==> src/rtl/id_ex_pipe_reg_if.sv <==
// Handshake and payload bundle between decode, the ID/EX register and execute.
// The master side is decode plus execute; the slave side is the register itself.
interface id_ex_pipe_reg_if #(
  parameter int XLEN   = 64,
  parameter int WR_W   = 5,
  parameter int CTRL_W = 8
);
  logic              in_valid;
  logic              in_ready;
  logic [XLEN-1:0]   pc;
  logic [XLEN-1:0]   rd1;
  logic [XLEN-1:0]   rd2;
  logic [XLEN-1:0]   imm_gen;
  logic [WR_W-1:0]   wr;
  logic [CTRL_W-1:0] ctrl;

  logic              out_valid;
  logic              out_ready;
  logic [XLEN-1:0]   pc_reg;
  logic [XLEN-1:0]   rd1_reg;
  logic [XLEN-1:0]   rd2_reg;
  logic [XLEN-1:0]   imm_gen_reg;
  logic [WR_W-1:0]   wr_reg;
  logic [CTRL_W-1:0] ctrl_reg;

  modport master (
    output in_valid, pc, rd1, rd2, imm_gen, wr, ctrl, out_ready,
    input  in_ready, out_valid, pc_reg, rd1_reg, rd2_reg, imm_gen_reg, wr_reg, ctrl_reg
  );

  modport slave (
    input  in_valid, pc, rd1, rd2, imm_gen, wr, ctrl, out_ready,
    output in_ready, out_valid, pc_reg, rd1_reg, rd2_reg, imm_gen_reg, wr_reg, ctrl_reg
  );
endinterface

==> src/rtl/id_ex_pipe_reg.sv <==
// ID/EX pipeline register: valid/ready handshake over a two-entry (main + skid)
// buffer, synchronous flush, and a saturating back-pressure cycle counter.
module id_ex_pipe_reg #(
  parameter int XLEN   = 64,
  parameter int WR_W   = 5,
  parameter int CTRL_W = 8,
  parameter int CNT_W  = 16
) (
  input  logic             clk,
  input  logic             rst,
  id_ex_pipe_reg_if.slave  bus,
  input  logic             flush,
  input  logic             stall_cnt_clr,
  output logic [CNT_W-1:0] stall_cnt
);
  typedef struct packed {
    logic [XLEN-1:0]   pc;
    logic [XLEN-1:0]   rd1;
    logic [XLEN-1:0]   rd2;
    logic [XLEN-1:0]   imm;
    logic [WR_W-1:0]   wr;
    logic [CTRL_W-1:0] ctrl;
  } payload_t;

  payload_t         main_r;
  payload_t         skid_r;
  payload_t         main_nxt_s;
  payload_t         skid_nxt_s;
  payload_t         in_beat_s;
  logic             main_valid_r;
  logic             skid_valid_r;
  logic             main_valid_nxt_s;
  logic             skid_valid_nxt_s;
  logic             accept_s;
  logic             consume_s;
  logic             stall_s;
  logic [CNT_W-1:0] stall_cnt_r;

  assign in_beat_s = {bus.pc, bus.rd1, bus.rd2, bus.imm_gen, bus.wr, bus.ctrl};

  // in_ready depends only on the skid valid flop, never on this cycle's inputs
  assign bus.in_ready    = ~skid_valid_r;
  assign bus.out_valid   = main_valid_r;
  assign bus.pc_reg      = main_r.pc;
  assign bus.rd1_reg     = main_r.rd1;
  assign bus.rd2_reg     = main_r.rd2;
  assign bus.imm_gen_reg = main_r.imm;
  assign bus.wr_reg      = main_r.wr;
  assign bus.ctrl_reg    = main_r.ctrl;
  assign stall_cnt       = stall_cnt_r;

  assign accept_s  = bus.in_valid & ~skid_valid_r;
  assign consume_s = main_valid_r & bus.out_ready;
  assign stall_s   = main_valid_r & ~bus.out_ready;

  // Next-state selection for the main/skid entries, keyed on {skid, main} valid
  always_comb begin
    main_nxt_s       = main_r;
    skid_nxt_s       = skid_r;
    main_valid_nxt_s = main_valid_r;
    skid_valid_nxt_s = skid_valid_r;
    if (flush) begin
      // Clearing ctrl keeps a squashed beat from ever presenting regwrite
      main_valid_nxt_s = 1'b0;
      skid_valid_nxt_s = 1'b0;
      main_nxt_s.ctrl  = '0;
      skid_nxt_s.ctrl  = '0;
    end else begin
      case ({skid_valid_r, main_valid_r})
        2'b00: begin
          if (accept_s) begin
            main_nxt_s       = in_beat_s;
            main_valid_nxt_s = 1'b1;
          end else begin
            main_valid_nxt_s = 1'b0;
          end
        end
        2'b01: begin
          if (accept_s && consume_s) begin
            main_nxt_s = in_beat_s;
          end else if (accept_s) begin
            skid_nxt_s       = in_beat_s;
            skid_valid_nxt_s = 1'b1;
          end else if (consume_s) begin
            main_valid_nxt_s = 1'b0;
          end else begin
            main_valid_nxt_s = 1'b1;
          end
        end
        2'b11: begin
          if (consume_s) begin
            main_nxt_s       = skid_r;
            skid_valid_nxt_s = 1'b0;
          end else begin
            skid_valid_nxt_s = 1'b1;
          end
        end
        default: begin
          // Skid valid without main valid is unreachable; recover to EMPTY
          main_valid_nxt_s = 1'b0;
          skid_valid_nxt_s = 1'b0;
        end
      endcase
    end
  end

  // Entry storage and valid bits
  always_ff @(posedge clk or posedge rst) begin
    if (rst) begin
      main_r       <= '0;
      skid_r       <= '0;
      main_valid_r <= 1'b0;
      skid_valid_r <= 1'b0;
    end else begin
      main_r       <= main_nxt_s;
      skid_r       <= skid_nxt_s;
      main_valid_r <= main_valid_nxt_s;
      skid_valid_r <= skid_valid_nxt_s;
    end
  end

  // Saturating stall counter; clear beats increment, flush leaves it alone
  always_ff @(posedge clk or posedge rst) begin
    if (rst) begin
      stall_cnt_r <= '0;
    end else if (stall_cnt_clr) begin
      stall_cnt_r <= '0;
    end else if (stall_s && (stall_cnt_r != {CNT_W{1'b1}})) begin
      stall_cnt_r <= stall_cnt_r + {{(CNT_W-1){1'b0}}, 1'b1};
    end else begin
      stall_cnt_r <= stall_cnt_r;
    end
  end
endmodule

==> src/flat_wrapper.sv <==
// flat-port wrapper written by rule: the top's interface ports become plain ports
module id_ex_pipe_reg_flat 
#(
  parameter int XLEN   = 64,
  parameter int WR_W   = 5,
  parameter int CTRL_W = 8,
  parameter int CNT_W  = 16
)
  (clk, rst, flush, stall_cnt_clr, stall_cnt, bus_in_valid, bus_pc, bus_rd1, bus_rd2, bus_imm_gen, bus_wr, bus_ctrl, bus_out_ready, bus_in_ready, bus_out_valid, bus_pc_reg, bus_rd1_reg, bus_rd2_reg, bus_imm_gen_reg, bus_wr_reg, bus_ctrl_reg);
  id_ex_pipe_reg_if #(.XLEN(XLEN), .WR_W(WR_W), .CTRL_W(CTRL_W)) bus_i ();
  input  logic clk;
  input  logic rst;
  input  logic flush;
  input  logic stall_cnt_clr;
  output logic [CNT_W-1:0] stall_cnt;
  input wire logic [$bits(bus_i.in_valid)-1:0] bus_in_valid;
  input wire logic [$bits(bus_i.pc)-1:0] bus_pc;
  input wire logic [$bits(bus_i.rd1)-1:0] bus_rd1;
  input wire logic [$bits(bus_i.rd2)-1:0] bus_rd2;
  input wire logic [$bits(bus_i.imm_gen)-1:0] bus_imm_gen;
  input wire logic [$bits(bus_i.wr)-1:0] bus_wr;
  input wire logic [$bits(bus_i.ctrl)-1:0] bus_ctrl;
  input wire logic [$bits(bus_i.out_ready)-1:0] bus_out_ready;
  output wire logic [$bits(bus_i.in_ready)-1:0] bus_in_ready;
  output wire logic [$bits(bus_i.out_valid)-1:0] bus_out_valid;
  output wire logic [$bits(bus_i.pc_reg)-1:0] bus_pc_reg;
  output wire logic [$bits(bus_i.rd1_reg)-1:0] bus_rd1_reg;
  output wire logic [$bits(bus_i.rd2_reg)-1:0] bus_rd2_reg;
  output wire logic [$bits(bus_i.imm_gen_reg)-1:0] bus_imm_gen_reg;
  output wire logic [$bits(bus_i.wr_reg)-1:0] bus_wr_reg;
  output wire logic [$bits(bus_i.ctrl_reg)-1:0] bus_ctrl_reg;
  assign bus_i.in_valid = bus_in_valid;
  assign bus_i.pc = bus_pc;
  assign bus_i.rd1 = bus_rd1;
  assign bus_i.rd2 = bus_rd2;
  assign bus_i.imm_gen = bus_imm_gen;
  assign bus_i.wr = bus_wr;
  assign bus_i.ctrl = bus_ctrl;
  assign bus_i.out_ready = bus_out_ready;
  assign bus_in_ready = bus_i.in_ready;
  assign bus_out_valid = bus_i.out_valid;
  assign bus_pc_reg = bus_i.pc_reg;
  assign bus_rd1_reg = bus_i.rd1_reg;
  assign bus_rd2_reg = bus_i.rd2_reg;
  assign bus_imm_gen_reg = bus_i.imm_gen_reg;
  assign bus_wr_reg = bus_i.wr_reg;
  assign bus_ctrl_reg = bus_i.ctrl_reg;
  id_ex_pipe_reg #(.XLEN(XLEN), .WR_W(WR_W), .CTRL_W(CTRL_W), .CNT_W(CNT_W)) u_core (.clk(clk), .rst(rst), .bus(bus_i), .flush(flush), .stall_cnt_clr(stall_cnt_clr), .stall_cnt(stall_cnt));
endmodule
==> config.mk <==
export PLATFORM = sky130hd
export DESIGN_NAME = id_ex_pipe_reg_flat
export DESIGN_NICKNAME = d
export VERILOG_FILES = /design/src/rtl/id_ex_pipe_reg_if.sv /design/src/rtl/id_ex_pipe_reg.sv /design/src/flat_wrapper.sv
export SDC_FILE = /design/constraint.sdc
export NUM_CORES = 1
export LEC_CHECK = 0
export ABC_AREA = 1
export CAP_MARGIN = 20
export CORE_ASPECT_RATIO = 0.5
export CORE_MARGIN = 4
export CORE_UTILIZATION = 54
export CTS_BUF_LIST = sky130_fd_sc_hd__clkbuf_8 sky130_fd_sc_hd__clkbuf_16
export CTS_CLUSTER_SIZE = 10
export DETAILED_ROUTE_END_ITERATION = 10
export PLACE_DENSITY = 0.95
export REMOVE_ABC_BUFFERS = 1
export SYNTH_ARGS = -nofsm -noshare
export SYNTH_HDL_FRONTEND = slang
export SYNTH_SLANG_ARGS = --single-unit
==> constraint.sdc <==
create_clock -name clk -period 48.6 [get_ports clk]
set_input_delay 7.29 -clock clk [delete_from_list [all_inputs] [get_ports clk]]
set_output_delay 7.29 -clock clk [all_outputs]
set_load 0.02 [all_outputs]
Yosys cells after proc, flatten, opt, wreduce, memory -nomap -nowiden
Index checks and enable logic that the tools add are counted.
{ "totals": {"ff_bits": 556, "in_bits": 275} }
{ "op_classes": {"add_sub_neg": 1, "eq_ne": 15, "n_mux": 21, "n_bitwise": 7, "n_reduce_logical": 14} }
{ "ops": {"columns": ["op", "n"], "rows": [
  ["$mux W269", 3],
  ["$pmux W269 S3", 1],
  ["$mux W8", 5],
  ["$mux W16", 2],
  ["$add A16 B1 Y16 const B", 1],
  ["$ne A16 B16 Y1 const B", 1],
  ["$ne A3 B2 Y1 const B", 4],
  ["$reduce_and A3 Y1", 3],
  ["$mux W1", 8],
  ["$reduce_and A4 Y1", 2],
  ["$ne A2 B1 Y1 const B", 3],
  ["$ne A2 B2 Y1 const B", 3],
  ["$ne A3 B3 Y1 const B", 2],
  ["$pmux W1 S3", 2],
  ["$reduce_bool A2 Y1", 3],
  ["$reduce_and A5 Y1", 1],
  ["$not A1 Y1", 4],
  ["$reduce_bool A4 Y1", 1],
  ["$and A1 B1 Y1", 3],
  ["$reduce_bool A3 Y1", 1],
  ["$eq A2 B1 Y1 const B", 1],
  ["$eq A2 B2 Y1 const B", 1],
  ["$logic_and A1 B1 Y1", 2],
  ["$logic_not A2 Y1", 1]
]} }

Depth between registers and ports, before layout
Gate-level depths: netlist of the first run.
{ "depth": {"depth_word": 6, "ltp_mapped": 10, "mapped_depth_nobuf": 9} }

Worst setup path before layout of the first run
Ideal clock, no wire load.
{ "synth_path": {"path_kind": "input to register", "start": "input flush", "end": "register u_core.skid_r[234] (netlist name)", "arrival_time_ps": 8333, "path_slack_ps": 40133, "path_stages": 9, "path_buffers": 3, "cell_sequence": "buf_4 > inv_2 > nand2_1 > nor2_1 > nand2_1 > buf_2 > clkbuf_1 > nand2_1 > o21ai_0"} }
{ "synth_via": {"elab_chain_cells": 2} }
{ "synth_lines": {"columns": ["item", "line_no", "text"], "rows": [
  ["start, declared", "flat_wrapper.sv:13", "input logic flush;"],
  ["$not A1 Y1 (no source line)", null, null],
  ["$reduce_and A4 Y1 (no source line)", null, null],
  ["end signal, assigned", "id_ex_pipe_reg.sv:116", "skid_r <= skid_nxt_s;"],
  ["end, declared", "id_ex_pipe_reg.sv:26", "payload_t skid_r;"]
]} }
Every way passes these cells.
A chain may end at the register's enable or synchronous reset.

Final worst setup path of the first run
{ "layout_path": {"start": "input flush", "end": "register u_core.skid_r[152] (netlist name)"} }
The elaborated chain is that of the path after synthesis.

==> results of run 1 <==
power groups by stage:
stage	registers [uW]	clock network, uW	logic (uW)
floorplan	905	0	248
global placement	780	0	664
detailed placement	792	0	693
CTS	790	409	702
global route	814	427	750
finish	794	402	699
cell usage in the layout, fill, tap and decap left out, types with 2 or more instances in the layout:
master	synthesis	routed
nand4_1	10	10
inv_1	289	290
a22oi_1	4	4
xor2_1	4	4
nor2_2	2	2
o211ai_1	5	5
ha_1	7	6
buf_12	0	2
diode_2	0	10
o21ai_1	57	57
nand3_1	21	21
a21oi_1	529	529
o22ai_1	3	3
buf_16	0	2
buf_4	13	16
clkdlybuf4s50_1	0	561
o21ai_0	222	222
o21bai_1	4	4
nor2_1	547	547
nand2_1	350	349
dfrtp_1	556	556
inv_2	2	2
clkbuf_16	0	63
worst paths after layout:
kind                                      start                      to  slack, ps  cells past startpoint
max in group asynchronous                   rst       u_core.skid_r[34]      39230                      5
setup / recovery                          flush      u_core.skid_r[152]      37980                      8
hold / removal               u_core.skid_r[171]      u_core.skid_r[171]        480                      2
min in group asynchronous                   rst  u_core.bus.rd1_reg[33]       7280                      2
hold reg to reg              u_core.skid_r[171]      u_core.skid_r[171]        480                      2
setup reg to reg           u_core.bus.out_valid   u_core.bus.pc_reg[54]      44430                      7
layer usage:
metal / vias up / global-route usage, % / wire length, um
met3: 368 / 4.96 / 3830
met4: 0 / 24.4 / 7100
li1: 9841 / - / -
met2: 898 / 51.0 / 36300
met5: - / 0 / 0
met1: 10100 / 33.1 / 25700
cell families after synthesis:
group | Yosys count
AND/OR/NAND/NOR | 932
buffers and inverters | 469
adder cells (fa/ha/maj) | 7
XOR/XNOR | 4
flip-flops | 556
AO/OA/AOI/OAI | 824
final cells by class:
| type | count | area [um^2] |
|---|---|---|
| diodes | 10 | 25.0 |
| well taps | 577 | 722 |
| repair buffers | 581 | 5830 |
| inverters | 291 | 1100 |
| clock buffers | 64 | 1590 |
| flip-flops and latches | 556 | 13900 |
| fillers | 2875 | 11500 |
| clock inverters | 3 | 16.3 |
| multi-input cells | 1767 | 7870 |
worst max-delay path: stages:
cell             delay [ps]
clkdlybuf4s50_1         700
inv_2                   190
nand2_1                 120
nor2_1                   80
nand2_4                 520
buf_4                   850
buf_4                   890
o21ai_0                 200
through the flow:
step / cells / setup WS (ps) / power (uW) / util [%]
2_1_floorplan: 2614 / 25760 / 1150 / -
5_1_grt: 3849 / 37610 / 1990 / 73.0
3_3_place_gp: 3770 / 37630 / 1440 / 69.0
3_5_place_dp: 3770 / 37480 / 1490 / 69.0
6_report: 3849 / 37980 / 1890 / 73.0
4_1_cts: 3837 / 38050 / 1900 / 72.8
==> summary.txt, run 1 <==
Status
  – Run status: finished clean

Placed design
  – Area after DPL: 29400 um^2
  – GPL Wtd Cong: 0.894
  – PortBufs: 561
  – Dpl hpwl: 49200 um

Floorplanning
  – Die X: 304 um
  – Total die area: 47400 um^2
  – Top Ports: 562
  – Initial Util: 55.5%
  – Core Box Area: 42600 um^2
  – Rows: 53
  – Die H: 156 um

Layout
  – Final Cell Area: 31100 um^2
  – Syn-to-layout area delta: 31.4%
  – Max reg flops: 269
  – Share of cells above drive strength 1: 2.88%
  – Register name with the most flops: u_core.skid_r
  – Final nets: 3540

Yosys
  – Post-synthesis async set-or-reset flop share: 100%
  – Leading cell types by count after synthesis: dfrtp_1 (556), nor2_1 (547), a21oi_1 (529)
  – Synth Area per Inst: 8.47 um^2
  – Compound-Gate Fraction of Synth Area: 17.6%
  – Synth area leader: dfrtp_1
  – Largest cells by area after synthesis: dfrtp_1 (59%), a21oi_1 (11%), nor2_1 (8.7%)
  – Post-synthesis cell count: 2792
  – Mapped Area: 23600 um^2
  – Top_reg_cell synth: dfrtp_1
  – Simple-gate area share of the yosys netlist: 15.1%
  – Cell with the most instances after synthesis: dfrtp_1
  – Adder and majority gate portion of the synthesized area: 0.370%
  – Post-Synth XOR/XNOR Area: 0.148%
  – Mux cell area share after synthesis: 0%
  – Post-synth top area share: 58.9%
  – Count of flip-flops with a built-in enable after synthesis: 0
  – Seq/Total Area, Yosys: 58.9%
  – Post-synthesis sequential element count: 556
  – Largest family of logic cells by synthesized area: compound AO/OA/AOI/OAI gates
  – Ys Warns: 0
  – Cell variety after synth: 23

Drt
  – Avg WL per Cell: 18.9 um
  – First DRT Iteration DRCs: 2134
  – Post-DRT Antenna Nets: 0
  – Vias per cell: 5.52
  – Remaining DRCs: 0
  – Drt pass-1 iters: 6
  – Routed vias: 21.2k
  – DRT Wirelength: 72900 um

CTS
  – CTS Buffer Depth: 3
  – Setup bufs post-CTS: 0
  – Clk_lat worst skew: 580 ps
  – Hold-fix buffers at CTS: 0
  – CTS tree: yes
  – PostCTS Resize Cnt: 0
  – Clock Sinks: 556
  – Worst-path clk slew: 50 ps
  – H-tree level count: 2
  – CTS Buf Count: 61
  – Clk root buf: clkbuf_16

Setup path
  – Crit path DAT: 11020 ps
  – CP Launch Type: primary input
  – Crit-path max FO: 117
  – Kind of critical path: in -> reg
  – Kind of end point of the critical path: register
  – Req. time, crit path: 49000 ps

GRT
  – Largest net degree at the start of global routing: 271
  – Vias in the first global route: 21.5k
  – All-Layer GR Usage: 29.7%
  – Global route total overflow: 0
  – First-pass GRT wire length: 113000 um
  – Initial antenna violation count: 10

Power and ir drop
  – Leakage power: 0.0145 uW
  – Sw Ratio: 36.8%
  – Clock power share: 21.2%
  – Sequential power share: 41.9%
  – Pwr dens: 61.0 nW/um^2
  – Cell Int Power: 1200 uW
  – Max IR drop VDD: 28.4 uV
  – Comb pwr share: 36.9%
  – Switching pwr: 698 uW

Timing
  – Fin. Hold Viols: 0
  – Unrepaired setup endpoints after global routing: no
  – Max Fclk: 94.2 MHz
  – Tmin final: 10620 ps
  – Relative slew slack: 14.3%
  – Setup_tns: 0 ps
  – Slew Viols, Final: 0
  – Fin Hold WS: 484 ps
  – Final period util: 21.9%
  – Worst slew pin tran: 1290 ps
  – Final setup violating endpoints: 0
  – Setup Skew: 13.1 ps

Run
  – Max-cap violations: 0

Worst hold path
  – Hold Crit Class: reg -> reg
Power figures use the tool's default switching activity.
==> inputs of run 2 (changes only) <==
--- a/config.mk
+++ b/config.mk
@@ -9,11 +9,11 @@
 export CAP_MARGIN = 20
 export CORE_ASPECT_RATIO = 0.5
 export CORE_MARGIN = 4
-export CORE_UTILIZATION = 54
+export CORE_UTILIZATION = 50
 export CTS_BUF_LIST = sky130_fd_sc_hd__clkbuf_8 sky130_fd_sc_hd__clkbuf_16
 export CTS_CLUSTER_SIZE = 10
 export DETAILED_ROUTE_END_ITERATION = 10
-export PLACE_DENSITY = 0.95
+export PLACE_DENSITY = 0.9
 export REMOVE_ABC_BUFFERS = 1
 export SYNTH_ARGS = -nofsm -noshare
 export SYNTH_HDL_FRONTEND = slang
==> constraint.sdc (replaced) <==
create_clock -name clk -period 10.7 [get_ports clk]
set_input_delay 1.605 -clock clk [delete_from_list [all_inputs] [get_ports clk]]
set_output_delay 1.605 -clock clk [all_outputs]
set_load 0.02 [all_outputs]
==> run 2 against run 1 <==
Flip-flop and latch count stayed put; sequential power grew to 4.5 times the previous value; via count is 2.3% lower; first-iteration DRC count is 5.8% lower; power grew to 4.5 times the previous value; design area is 0.25% higher; worst setup slack worse by 32000 ps; non-clock buffer count is 5 lower; critical path type unchanged; largest cell class unchanged; largest power group unchanged; highest routed layer unchanged.
==> summary.txt, run 2 (synthesized netlist as in run 1, its figures left out) <==
Setup path
  – Kind of critical path: in -> reg (unchanged)
  – CP cell instances: clkdlybuf4s50_1 > inv_2 > nand2_1 > nor2_1 > nand2_4 > buf_12 > o21ai_0 (was clkdlybuf4s50_1 > inv_2 > nand2_1 > nor2_1 > nand2_4 > buf_4 > buf_4 > o21ai_0)
  – Crit path largest cell delay: 740 ps (was 890 ps)
  – Req. time, crit path: 11100 ps (was 49000 ps)
  – Crit path DAT: 4880 ps (was 11020 ps)
  – CP delay by family, top: buffers and inverters (unchanged)
  – Kind of end point of the critical path: register (unchanged)
  – CP Launch Type: primary input (unchanged)
  – Crit-path max FO: 302 (was 117)
  – CP Launch Point: flush (unchanged)
  – Worst path slowest cell: nand2_4 (was buf_4)
  – FF-to-FF Start: u_core.bus.out_valid (unchanged)
  – Crit path buf inv count: 3 (was 4)

Layout
  – Commonest non-fill, non-tap cell in the layout: clkdlybuf4s50_1 (unchanged)
  – Share of cells above drive strength 1: 2.73% (was 2.88%)
  – Fin cells: 3914 (was 3849)
  – Final nets: 3535 (was 3540)
  – Final Cell Area: 31100 um^2 (about the same)
  – Multi-input logic area: 7870 um^2 (unchanged)
  – Register name with the most flops: u_core.skid_r (unchanged)
  – Commonest non-fill, non-tap cells in the layout: clkdlybuf4s50_1 (561), dfrtp_1 (556), nor2_1 (547) (unchanged)
  – Syn-to-layout area delta: 31.7% (was 31.4%)
  – Max reg flops: 269 (unchanged)
  – Sequential Area: 13900 um^2 (unchanged)
  – Filler cells: 3570 (was 2875)

Placed design
  – Area after DPL: 29400 um^2 (about the same)
  – GPL Wtd Cong: 0.877 (was 0.894)
  – PortBufs: 561 (unchanged)
  – Dpl cells: 3826 (was 3770)
  – Dpl hpwl: 48400 um (was 49200 um)

CTS
  – Clock Sinks: 556 (unchanged)
  – Setup bufs post-CTS: 0 (unchanged)
  – H-tree level count: 2 (unchanged)
  – Worst-path clk slew: 60 ps (was 50 ps)
  – CTS Buffer Depth: 3 (unchanged)
  – CTS Buf Count: 61 (unchanged)
  – Clk_lat worst skew: 590 ps (was 580 ps)
  – Hold-fix buffers at CTS: 0 (unchanged)
  – PostCTS Resize Cnt: 0 (unchanged)
  – CTS tree: yes (unchanged)
  – Clk root buf: clkbuf_16 (unchanged)

Timing
  – Relative slew slack: 11.9% (was 14.3%)
  – Unrepaired setup endpoints after global routing: no (unchanged)
  – Fin. Hold Viols: 0 (unchanged)
  – Slew Viols, Final: 0 (unchanged)
  – Worst slew pin tran: 1320 ps (was 1290 ps)
  – Tmin final: 4480 ps
  – Final period util: 41.9%
  – Max Fclk: 223 MHz
  – Final setup violating endpoints: 0 (unchanged)
  – Setup Skew: 16.1 ps (was 13.1 ps)

Run
  – Max-cap violations: 0 (unchanged)

Power and ir drop
  – Pwr dens: 276 nW/um^2 (was 61.0 nW/um^2)
  – Final Power: 8580 uW (was 1890 uW)
  – Leakage power: 0.0145 uW (about the same)
  – Max IR drop VDD: 137 uV (was 28.4 uV)

Worst hold path
  – Worst hold start: u_core.bus.ctrl_reg[6] (was u_core.skid_r[171])
  – Hold Crit Class: reg -> reg (unchanged)

Drt
  – Drt pass-1 iters: 6 (unchanged)
  – DRT Wirelength: 71900 um (was 72900 um)
  – Remaining DRCs: 0 (unchanged)
  – First DRT Iteration DRCs: 2010 (was 2134)
  – Avg WL per Cell: 18.4 um (was 18.9 um)
  – Vias per cell: 5.30 (was 5.52)
  – Post-DRT Antenna Nets: 0 (unchanged)
  – Routed vias: 20.8k (was 21.2k)

Status
  – Run status: finished clean (unchanged)

Floorplanning
  – Top Ports: 562 (unchanged)
  – Initial Util: 50.5% (was 55.5%)
  – Rows: 56 (was 53)
  – Core Box Area: 46800 um^2 (was 42600 um^2)
  – Die H: 162 um (was 156 um)
  – Die X: 316 um (was 304 um)
  – Total die area: 51000 um^2 (was 47400 um^2)

GRT
  – Vias in the first global route: 20.6k (was 21.5k)
  – First-pass GRT wire length: 110000 um (was 113000 um)
  – Global route total overflow: 0 (unchanged)
  – All-Layer GR Usage: 27.2% (was 29.7%)
  – Initial antenna violation count: 19 (was 10)
  – Largest net degree at the start of global routing: 303 (was 271)
-- run 2: cell types whose count changed in the layout (fill, tap and decap cells not counted) --
cell      change
diode_2      +10
buf_4         -7
buf_12        +2
clkbuf_8      -1
clkinv_2      +1
inv_1         -1
-- run 2: layer usage --
metal | wire, um | global-route usage [%]
met3 | 3490 | 4.86
met5 | 0 | 0
met2 | 36100 | 45.8
met1 | 26200 | 31.4
met4 | 6080 | 20.5
-- run 2: path summary, 6_finish.rpt --
kind | slack (ps) | end | cells after the start
worst max register to register | 7010 | u_core.bus.imm_gen_reg[47] | 8
worst min register to register | 480 | u_core.bus.ctrl_reg[6] | 2
max in group asynchronous | 7590 | u_core.skid_r[117] | 3
worst max-delay path | 6220 | u_core.skid_r[182] | 7
worst min-delay path | 480 | u_core.bus.ctrl_reg[6] | 2
min in group asynchronous | 1590 | u_core.bus.imm_gen_reg[60] | 2
-- run 2: per-stage QoR --
stage	setup WS [ps]	setup TNS, ps	util, %	hold slack [ps]
2_1_floorplan	-6450	-3957220	-	453
3_3_place_gp	5890	0	62.9	466
3_5_place_dp	5750	0	62.9	473
4_1_cts	6370	0	66.3	487
5_1_grt	6000	0	66.5	500
6_report	6220	0	66.5	485
-- run 2: worst min-delay path, cell delays in order, from the launching register on --
cell and delay, ps:
dfrtp_1 350, nand2_1 50, o21ai_0 50
-- run 2: where the power goes --
part	total [uW]	switching (uW)	internal, uW	leakage (uW)
Combinational	3160	1790	1370	0.00715
Clock	1830	810	1020	0.000790
Sequential	3590	552	3040	0.00658
-- run 2: cell type report --
class                      count  share of cell area (%)
antenna                       20                   0.161
clock buffer                  63                    5.06
clock inverter                 3                  0.0562
inverter                     291                    3.53
multi-input combinational   1767                    25.3
sequential                   556                    44.7
tap                          638                    2.56
timing repair buffer         576                    18.7
==> inputs of run 3 (changes only) <==
==> constraint.sdc (replaced) <==
create_clock -name clk -period 4.3 [get_ports clk]
set_input_delay 0.645 -clock clk [delete_from_list [all_inputs] [get_ports clk]]
set_output_delay 0.645 -clock clk [all_outputs]
set_load 0.02 [all_outputs]
==> run 3 against run 2 <==
Global-route usage rose by 0.29 points; core utilization rose by 0.38 points; die area did not move; non-clock buffer count rose by 11; design area rose by 0.57%; routed wire length barely moved; count of clock-buffer cells in the layout did not move; power rose by 150%; flip-flop and latch count did not move; cell count did not move; worst hold slack got worse by 2.0 ps; worst setup slack got worse by 4500 ps.
==> summary.txt, run 3 (synthesized netlist as in run 1, its figures left out) <==
Worst hold path
  – Hold Crit Class: reg -> reg (unchanged)

Setup path
  – CP Launch Type: register (was primary input)
  – Req. time, crit path: 4780 ps (was 11100 ps)
  – Crit path DAT: 3060 ps (was 4880 ps)
  – Crit-path max FO: 159 (was 302)
  – Kind of critical path: reg -> reg (was in -> reg)
  – Kind of end point of the critical path: register (unchanged)

Timing
  – Final setup violating endpoints: 0 (unchanged)
  – Final period util: 59.9%
  – Max Fclk: 389 MHz
  – Fin. Hold Viols: 0 (unchanged)
  – Setup Skew: 13.8 ps (was 16.1 ps)
  – Worst setup margin: 1730 ps (was 6220 ps)
  – Relative slew slack: 34.1% (was 11.9%)
  – Slew Viols, Final: 0 (unchanged)
  – Unrepaired setup endpoints after global routing: no (unchanged)
  – Fin Hold WS: 483 ps (was 485 ps)
  – Tmin final: 2570 ps
  – Worst slew pin tran: 988 ps (was 1320 ps)

Floorplanning
  – Initial Util: 50.5% (unchanged)
  – Die H: 162 um (unchanged)
  – Die X: 316 um (unchanged)
  – Rows: 56 (unchanged)
  – Top Ports: 562 (unchanged)
  – Core Box Area: 46800 um^2 (unchanged)
  – Total die area: 51000 um^2 (unchanged)

CTS
  – PostCTS Resize Cnt: 0 (unchanged)
  – Setup bufs post-CTS: 0 (unchanged)
  – CTS tree: yes (unchanged)
  – Clk_lat worst skew: 590 ps (about the same)
  – CTS Buf Count: 61 (unchanged)
  – Hold-fix buffers at CTS: 0 (unchanged)
  – Clk root buf: clkbuf_16 (unchanged)
  – Clock Sinks: 556 (unchanged)
  – CTS Buffer Depth: 3 (unchanged)
  – H-tree level count: 2 (unchanged)
  – Worst-path clk slew: 60 ps (about the same)

Drt
  – First DRT Iteration DRCs: 2304 (was 2010)
  – Drt pass-1 iters: 6 (unchanged)
  – Remaining DRCs: 0 (unchanged)
  – Avg WL per Cell: 18.3 um (was 18.4 um)
  – DRT Wirelength: 71800 um (was 71900 um)
  – Vias per cell: 5.36 (was 5.30)
  – Routed vias: 21.0k (was 20.8k)
  – Post-DRT Antenna Nets: 0 (unchanged)

Layout
  – Register name with the most flops: u_core.skid_r (unchanged)
  – Final Core Density: 66.9% (was 66.5%)
  – Max reg flops: 269 (unchanged)
  – Final Cell Area: 31300 um^2 (was 31100 um^2)
  – Multi-input logic area: 7870 um^2 (unchanged)
  – Sequential Area: 13900 um^2 (unchanged)
  – Filler cells: 3511 (was 3570)
  – Share of cells above drive strength 1: 3.06% (was 2.73%)
  – Syn-to-layout area delta: 32.5% (was 31.7%)
  – Commonest non-fill, non-tap cell in the layout: clkdlybuf4s50_1 (unchanged)
  – Final nets: 3546 (was 3535)
  – Commonest non-fill, non-tap cells in the layout: clkdlybuf4s50_1 (561), dfrtp_1 (556), nor2_1 (547) (unchanged)

Placed design
  – Area after DPL: 29700 um^2 (was 29400 um^2)
  – GPL Wtd Cong: 0.897 (was 0.877)
  – Dpl hpwl: 49700 um (was 48400 um)
  – DP Worst Slack: 1340 ps (was 5750 ps)
  – PortBufs: 561 (unchanged)

GRT
  – Global route total overflow: 0 (unchanged)
  – Initial antenna violation count: 9 (was 19)
  – Largest net degree at the start of global routing: 189 (was 303)
  – Vias in the first global route: 21.0k (was 20.6k)
  – All-Layer GR Usage: 27.5% (was 27.2%)
  – First-pass GRT wire length: 112000 um (was 110000 um)

Status
  – Run status: finished clean (unchanged)

Power and ir drop
  – Leakage power: 0.0146 uW (was 0.0145 uW)
  – Max IR drop VDD: 328 uV (was 137 uV)
  – Pwr dens: 682 nW/um^2 (was 276 nW/um^2)
  – Final Power: 21300 uW (was 8580 uW)

Run
  – Max-cap violations: 0 (unchanged)
run 3: changes by cell type in the layout (fill, tap and decap cells not counted):
cell / delta
buf_12: +13
diode_2: -11
buf_16: -2
run 3: layout make-up:
cell class	count	area share, %
Tap cell	638	2.55
Clock inverter	3	0.0559
Multi-Input combinational cell	1767	25.1
Timing Repair Buffer	587	19.2
Clock buffer	63	5.03
Antenna cell	9	0.0719
Inverter	291	3.51
Sequential cell	556	44.4
run 3: through the flow:
stage | setup TNS (ps) | instances
after detailed placement | 0 | 3839
after CTS | 0 | 3905
after floorplan | -9824160 | 2614
after global placement | 0 | 3839
after global routing | 0 | 3913
final | 0 | 3914
run 3: path summary, 6_finish.rpt:
kind / slack (ps) / start / to / depth (start not counted)
max in group asynchronous: 2550 / rst / u_core.bus.imm_gen_reg[10] / 3
min reg2reg: 480 / u_core.skid_r[191] / u_core.skid_r[191] / 2
max reg2reg: 1730 / u_core.bus.out_valid / u_core.bus.rd1_reg[59] / 8
max: 1730 / u_core.bus.out_valid / u_core.bus.rd1_reg[59] / 8
min: 480 / u_core.skid_r[191] / u_core.skid_r[191] / 2
min in group asynchronous: 680 / rst / u_core.bus.imm_gen_reg[14] / 2
run 3: routing by layer:
metal	vias up	share of wire, %	global-route usage [%]
met2	739	50	47.2
met4	0	8.5	19.7
met1	10000	37	31.6
met5	-	0	0
li1	9848	-	-
met3	335	4.6	4.64
run 3: worst max-delay path, stage by stage, from the launching register on:
cell	delay (ps)
dfrtp_1	510
inv_1	140
ha_1	250
inv_1	130
o21bai_1	150
nor2_4	310
buf_12	520
nor2_1	140
a21oi_1	210
run 3: report_power, final:
group / switching [uW] / total (uW) / internal (uW) / leakage, uW
sequential: 1370 / 8930 / 7560 / 0.00658
clock: 1970 / 4510 / 2540 / 0.000790
combinational: 4470 / 7900 / 3430 / 0.00724
total: 7810 / 21300 / 13500 / 0.0146
==> RTL edit 1 (settings of run 3) <==
`WR_W` is set to 5 in 3 places; all go to 7.
--- a/src/rtl/id_ex_pipe_reg_if.sv
+++ b/src/rtl/id_ex_pipe_reg_if.sv
@@ -4,3 +4,3 @@
   parameter int XLEN   = 64,
-  parameter int WR_W   = 5,
+  parameter int WR_W   = 7,
   parameter int CTRL_W = 8
--- a/src/rtl/id_ex_pipe_reg.sv
+++ b/src/rtl/id_ex_pipe_reg.sv
@@ -4,3 +4,3 @@
   parameter int XLEN   = 64,
-  parameter int WR_W   = 5,
+  parameter int WR_W   = 7,
   parameter int CTRL_W = 8,
--- a/src/flat_wrapper.sv
+++ b/src/flat_wrapper.sv
@@ -4,3 +4,3 @@
   parameter int XLEN   = 64,
-  parameter int WR_W   = 5,
+  parameter int WR_W   = 7,
   parameter int CTRL_W = 8,
Ports: changed (resized bus_wr and bus_wr_reg); port bits go from 562 to 566. No check against the original RTL was run, so the function may have changed too.
==> RTL edit 1 against run 3 <==
  * Total power increased by 5.3%
  * First-iteration DRC count decreased by 8.4%
  * Worst setup slack got worse by 84 ps
  * Final cell count increased by 1.1%
  * Count of clock-buffer cells in the layout increased by 8
  * Sequential cell count increased by 4
  * Routed wire length increased by 1.5%
  * Final area increased by 1.6%
  * Area after synthesis increased by 2.2%
  * Sequential power increased by 1%
  * Combinational power increased by 7.1%
==> RTL edit 1: results (changes against run 3) <==
Outcome
  – Status: completed (unchanged)

Critical path
  – Reg-to-reg setup timing slack: 1640 ps (was 1730 ps)
  – Worst Setup SP: u_core.bus.out_valid (unchanged)
  – Crit Path Max Fanout: 126 (was 159)
  – R2R cell count: 8 (unchanged)
  – Critical path's slowest cell: nor2_4 (was buf_12)
  – Crit end category: register (unchanged)
  – CP arrival: 3140 ps (was 3060 ps)
  – Delay of the slowest cell on the worst path: 580 ps (was 520 ps)
  – R2R Path End: u_core.bus.rd1_reg[2] (was u_core.bus.rd1_reg[59])

Finish
  – Most common cell after layout, fill and taps aside: clkdlybuf4s50_1 (unchanged)
  – Max FFs per register: 271 (was 269)
  – Final Instance Area: 31,800 um^2 (was 31,300 um^2)
  – Share of layout cells above drive strength 1: 3.41% (was 3.06%)
  – Final net count: 3,586 (was 3,546)

Yosys
  – Sequential area share after synthesis: 58.0% (was 58.9%)
  – Unique masters post-synth: 25 (was 23)
  – Most used DFF post-synth: dfrtp_1 (unchanged)
  – Asr flop ratio synth: 100% (unchanged)
  – Synth cell count leaders: 560 x dfrtp_1, 553 x nor2_1, 533 x a21oi_1 (was 556 x dfrtp_1, 547 x nor2_1, 529 x a21oi_1)
  – Synth area leaders: dfrtp_1 58%, a21oi_1 11%, nor2_1 8.6% (was dfrtp_1 59%, a21oi_1 11%, nor2_1 8.7%)
  – YS warnings: 0 (unchanged)

Route
  – DR pass1 iterations: 6 (unchanged)
  – 1st-iter DRT viols: 2,110 (was 2,304)
  – WL per Instance: 18.4 um (was 18.3 um)
  – Vias per cell: 5.37 (was 5.36)

Pwr
  – Int Pwr: 14.2 mW (was 13.5 mW)
  – Leakage: 14.9 nW (was 14.6 nW)
  – Reg power frac: 40.3% (was 41.9%)
  – Maximum VDD drop: 338 uV (was 328 uV)
  – Combinational share of power: 37.6% (was 37.0%)

Place
  – Placed cell area: 29,900 um^2 (was 29,700 um^2)
  – GPL Wtd Cong: 0.885 (was 0.897)
  – Port bufs: 565 (was 561)
  – Post-DP HPWL: 50,100 um (was 49,700 um)

Clocking
  – Clock buffer depth: 3 (unchanged)
  – CTS HTree Levels: 3 (was 2)
  – Cts repair resizes: 0 (unchanged)
  – Setup Buffers After CTS: 0 (unchanged)
  – Clock Latency Late Sink: 570 ps (was 590 ps)
  – CTS Buf Count: 66 (was 61)

Timing
  – Hold Worst Slack: 484 ps (was 483 ps)
  – Clock skew: 23.6 ps (was 13.8 ps)
  – Worst Max-Slew Pin Slew: 977 ps (was 988 ps)

GRT
  – Initial antenna violation count: 8 (was 9)
  – Gr usage total: 27.2% (was 27.5%)
  – First-pass GRT wire length: 114,000 um (was 112,000 um)
  – Vias in the first global route: 21,300 (was 21,000)
  – Largest net degree at the start of global routing: 139 (was 189)

Hold path
  – Hold Path Class: register to register (unchanged)

Die
  – CORE AREA: 47,300 um^2 (was 46,800 um^2)
-- RTL edit 1: through the flow --
stage | setup slack (ps) | util [%] | power, mW | cells
3_5_place_dp | 1170 | 63.3 | 17.5 | 3870
6_report | 1640 | 67.3 | 22.5 | 3957
3_3_place_gp | 1310 | 63.3 | 17.0 | 3870
2_1_floorplan | -12010 | - | 13.7 | 2638
4_1_cts | 1610 | 67.1 | 22.6 | 3947
5_1_grt | 1410 | 67.3 | 23.7 | 3957
-- RTL edit 1: layer usage --
layer	vias to the layer above	track usage, %	routed length, um
li1	9965	-	-
met1	10200	31.5	26700
met2	782	46.5	36900
met3	323	4.49	3470
met4	0	19.9	5810
met5	-	0	0
-- RTL edit 1: cells by family after synthesis --
family | share of synthesized area, %
compound gates | 17.3
xor+xnor | 0.109
flops | 58.0
buf+inv | 9.29
fa+ha+maj | 0.362
simple gates | 14.9
-- RTL edit 1: worst min-delay path by stage --
stage	from	cells after the start	to
2_1_floorplan	u_core.skid_r[47]	2	u_core.skid_r[47]
5_1_grt	u_core.skid_r[10]	2	u_core.skid_r[10]
3_5_place_dp	u_core.skid_r[151]	2	u_core.skid_r[151]
4_1_cts	u_core.skid_r[236]	2	u_core.skid_r[236]
6_report	u_core.skid_r[265]	2	u_core.skid_r[265]
3_3_place_gp	u_core.skid_r[66]	2	u_core.skid_r[66]
-- RTL edit 1: area by class of cell --
cell class | count | area [um^2]
clock inverter | 6 | 32.5
tap | 638 | 798
sequential | 560 | 14000
fill | 3398 | 15500
multi-input combinational | 1783 | 7930
inverter | 295 | 1110
clock buffer | 71 | 1780
timing repair buffer | 596 | 6140
antenna | 8 | 20.0
-- RTL edit 1: worst max-delay path, delay by kind of cell, from the launching register on --
kind            cells  cell delay (ps)
buf+inv             3              710
compound gates      2              290
flops               1              540
fa+ha+maj           1              250
simple gates        2              700
==> RTL edit 2 (flow settings as in run 3) <==
Made on the original files. Put one more register stage on the output `stall_cnt`. The value now appears one clock later. The other outputs are not delayed to match.
--- a/src/rtl/id_ex_pipe_reg.sv
+++ b/src/rtl/id_ex_pipe_reg.sv
@@ -49,3 +49,5 @@
   assign bus.ctrl_reg    = main_r.ctrl;
-  assign stall_cnt       = stall_cnt_r;
+  always_ff @(posedge clk) begin
+    stall_cnt <= stall_cnt_r;
+  end
 
Check against the original RTL: not settled (the Yosys comparison gave no result); the edit may change what the design does.
==> RTL edit 2 against run 3 <==
  * Final area increased by 2.1%
  * Worst setup slack got worse by 18 ps
  * Largest power group unchanged
  * Register-to-register slack better by 40 ps
  * Total power up 5.1%
  * Routed wire length is 2.5% higher
  * Area after synthesis is 2.0% higher
  * Critical endpoint is now u_core.bus.rd1_reg[28]
  * Sequential cell count up 16
  * Combinational power is 3.9% higher
==> RTL edit 2: results (changes against run 3) <==
Outcome
  – Status: completed (unchanged)

Critical path
  – R2R cell count: 6 (was 8)
  – Delay of the slowest cell on the worst path: 630 ps (was 520 ps)
  – Critical path's slowest cell: clkdlybuf4s50_1 (was buf_12)
  – Crit Path Max Fanout: 132 (was 159)
  – Critical R2R Launch: u_core.bus.out_valid (unchanged)
  – R2R Path End: u_core.bus.imm_gen_reg[27] (was u_core.bus.rd1_reg[59])
  – Reg-to-reg setup timing slack: 1770 ps (was 1730 ps)

GRT
  – Gr usage total: 27.4% (was 27.5%)
  – Initial antenna violation count: 17 (was 9)
  – First-pass GRT wire length: 113,000 um (was 112,000 um)
  – Largest net degree at the start of global routing: 171 (was 189)
  – Vias in the first global route: 21,400 (was 21,000)

Finish
  – Biggest register: u_core.skid_r (unchanged)
  – Fill count: 3,434 (was 3,511)
  – Share of layout cells above drive strength 1: 3.54% (was 3.06%)
  – Final Instance Area: 32,000 um^2 (was 31,300 um^2)
  – Final net count: 3,569 (was 3,546)

Pwr
  – Leakage: 15.3 nW (was 14.6 nW)
  – Maximum VDD drop: 289 uV (was 328 uV)

Timing
  – Max-slew headroom: 35.3% (was 34.1%)
  – Clock skew: 16.1 ps (was 13.8 ps)

Hold path
  – Hold_sp: u_core.stall_cnt_r[11] (was u_core.skid_r[191])
  – Hold Path Class: register to register (unchanged)
  – Hold EP: u_core.stall_cnt[11] (was u_core.skid_r[191])
  – Hold Path Depth: 0 (was 2)

Place
  – DP Worst Slack: 1250 ps (was 1340 ps)
  – Placed cell area: 30,100 um^2 (was 29,700 um^2)
  – Post-DP HPWL: 49,500 um (was 49,700 um)
  – GPL Wtd Cong: 0.865 (was 0.897)

Clocking
  – CTS Buf Count: 67 (was 61)
  – CTS root buf: clkbuf_16 (unchanged)
  – CTS HTree Levels: 3 (was 2)
  – Clock Latency Late Sink: 570 ps (was 590 ps)
  – Clock buffer depth: 3 (unchanged)

Route
  – DR pass1 iterations: 6 (unchanged)
  – WL per Instance: 18.6 um (was 18.3 um)
  – Vias per cell: 5.38 (was 5.36)
  – 1st-iter DRT viols: 2,072 (was 2,304)
  – ANT nets after route: 0 (unchanged)

Yosys
  – Asr flop ratio synth: 97.2% (was 100%)
  – Sequential area share after synthesis: 59.0% (was 58.9%)
  – Area share of the largest cell type after synthesis: 57.7% (was 58.9%)
  – Synth area leaders: dfrtp_1 58%, o21ai_0 12%, nand2_1 9.3% (was dfrtp_1 59%, a21oi_1 11%, nor2_1 8.7%)
  – Synth cell count leaders: 598 x nand2_1, 556 x dfrtp_1, 555 x o21ai_0 (was 556 x dfrtp_1, 547 x nor2_1, 529 x a21oi_1)
  – Unique masters post-synth: 24 (was 23)
  – Most used DFF post-synth: dfrtp_1 (unchanged)
==> RTL edit 2: kinds of logic (layout without fill, tap and decap cells) <==
kind of cell,count (synthesis),after routing,synth area share (%)
AO/OA/AOI/OAI,835,835,17.6
XOR/XNOR,3,3,0.109
AND/OR/NAND/NOR,923,923,14.7
flip-flops,572,572,59.0
other,0,18,0
adder cells (fa/ha/maj),7,7,0.363
buffers and inverters,473,966,8.23
==> RTL edit 2: how the worst max path moves through the flow <==
stage	slack, ps	cells after the start	startpoint	to
after floorplan	-11890	1	rst	u_core.bus.ctrl_reg[0]
after global placement	1350	7	flush	u_core.bus.pc_reg[2]
after detailed placement	1250	7	flush	u_core.bus.rd1_reg[24]
after CTS	1760	7	flush	u_core.bus.rd2_reg[18]
after global routing	1460	7	flush	u_core.bus.imm_gen_reg[40]
final	1710	7	flush	u_core.bus.rd1_reg[28]
==> RTL edit 2: final cells by class <==
type / instances / share of cell area, %
clock buffers: 72 / 5.60
well taps: 638 / 2.50
flip-flops and latches: 572 / 44.5
diodes: 18 / 0.141
repair buffers: 584 / 18.8
multi-input cells: 1768 / 24.7
clock inverters: 16 / 0.207
inverters: 294 / 3.50
==> RTL edit 2: power by group <==
group | leakage [nW] | total, mW | internal [mW] | switching [mW]
clock | 0.965 | 5.05 | 2.93 | 2.12
combinational | 7.60 | 8.21 | 3.55 | 4.65
sequential | 6.71 | 9.17 | 7.79 | 1.38
==> RTL edit 2: critical path: cells and delay by family <==
kind / cells / cell delay [ps]
and+or+nand+nor: 3 / 670
AOI/OAI and AO/OA: 1 / 190
buffers and inverters: 3 / 1420
==> RTL edit 2: stage by stage <==
stage | hold slack [ps] | setup TNS [ps] | instances
2_1_floorplan | 394 | -8443570 | 2634
3_3_place_gp | 418 | 0 | 3856
3_5_place_dp | 427 | 0 | 3856
4_1_cts | 455 | 0 | 3944
5_1_grt | 465 | 0 | 3961
6_report | 445 | 0 | 3962
==> RTL edit 2: metal layers <==
metal | GRT usage (%) | vias to the layer above | wire length, um
li1 | - | 9926 | -
met1 | 31.2 | 10200 | 26500
met2 | 46.1 | 871 | 36700
met3 | 4.35 | 365 | 3550
met4 | 23.1 | 0 | 6840
met5 | 0 | - | 0
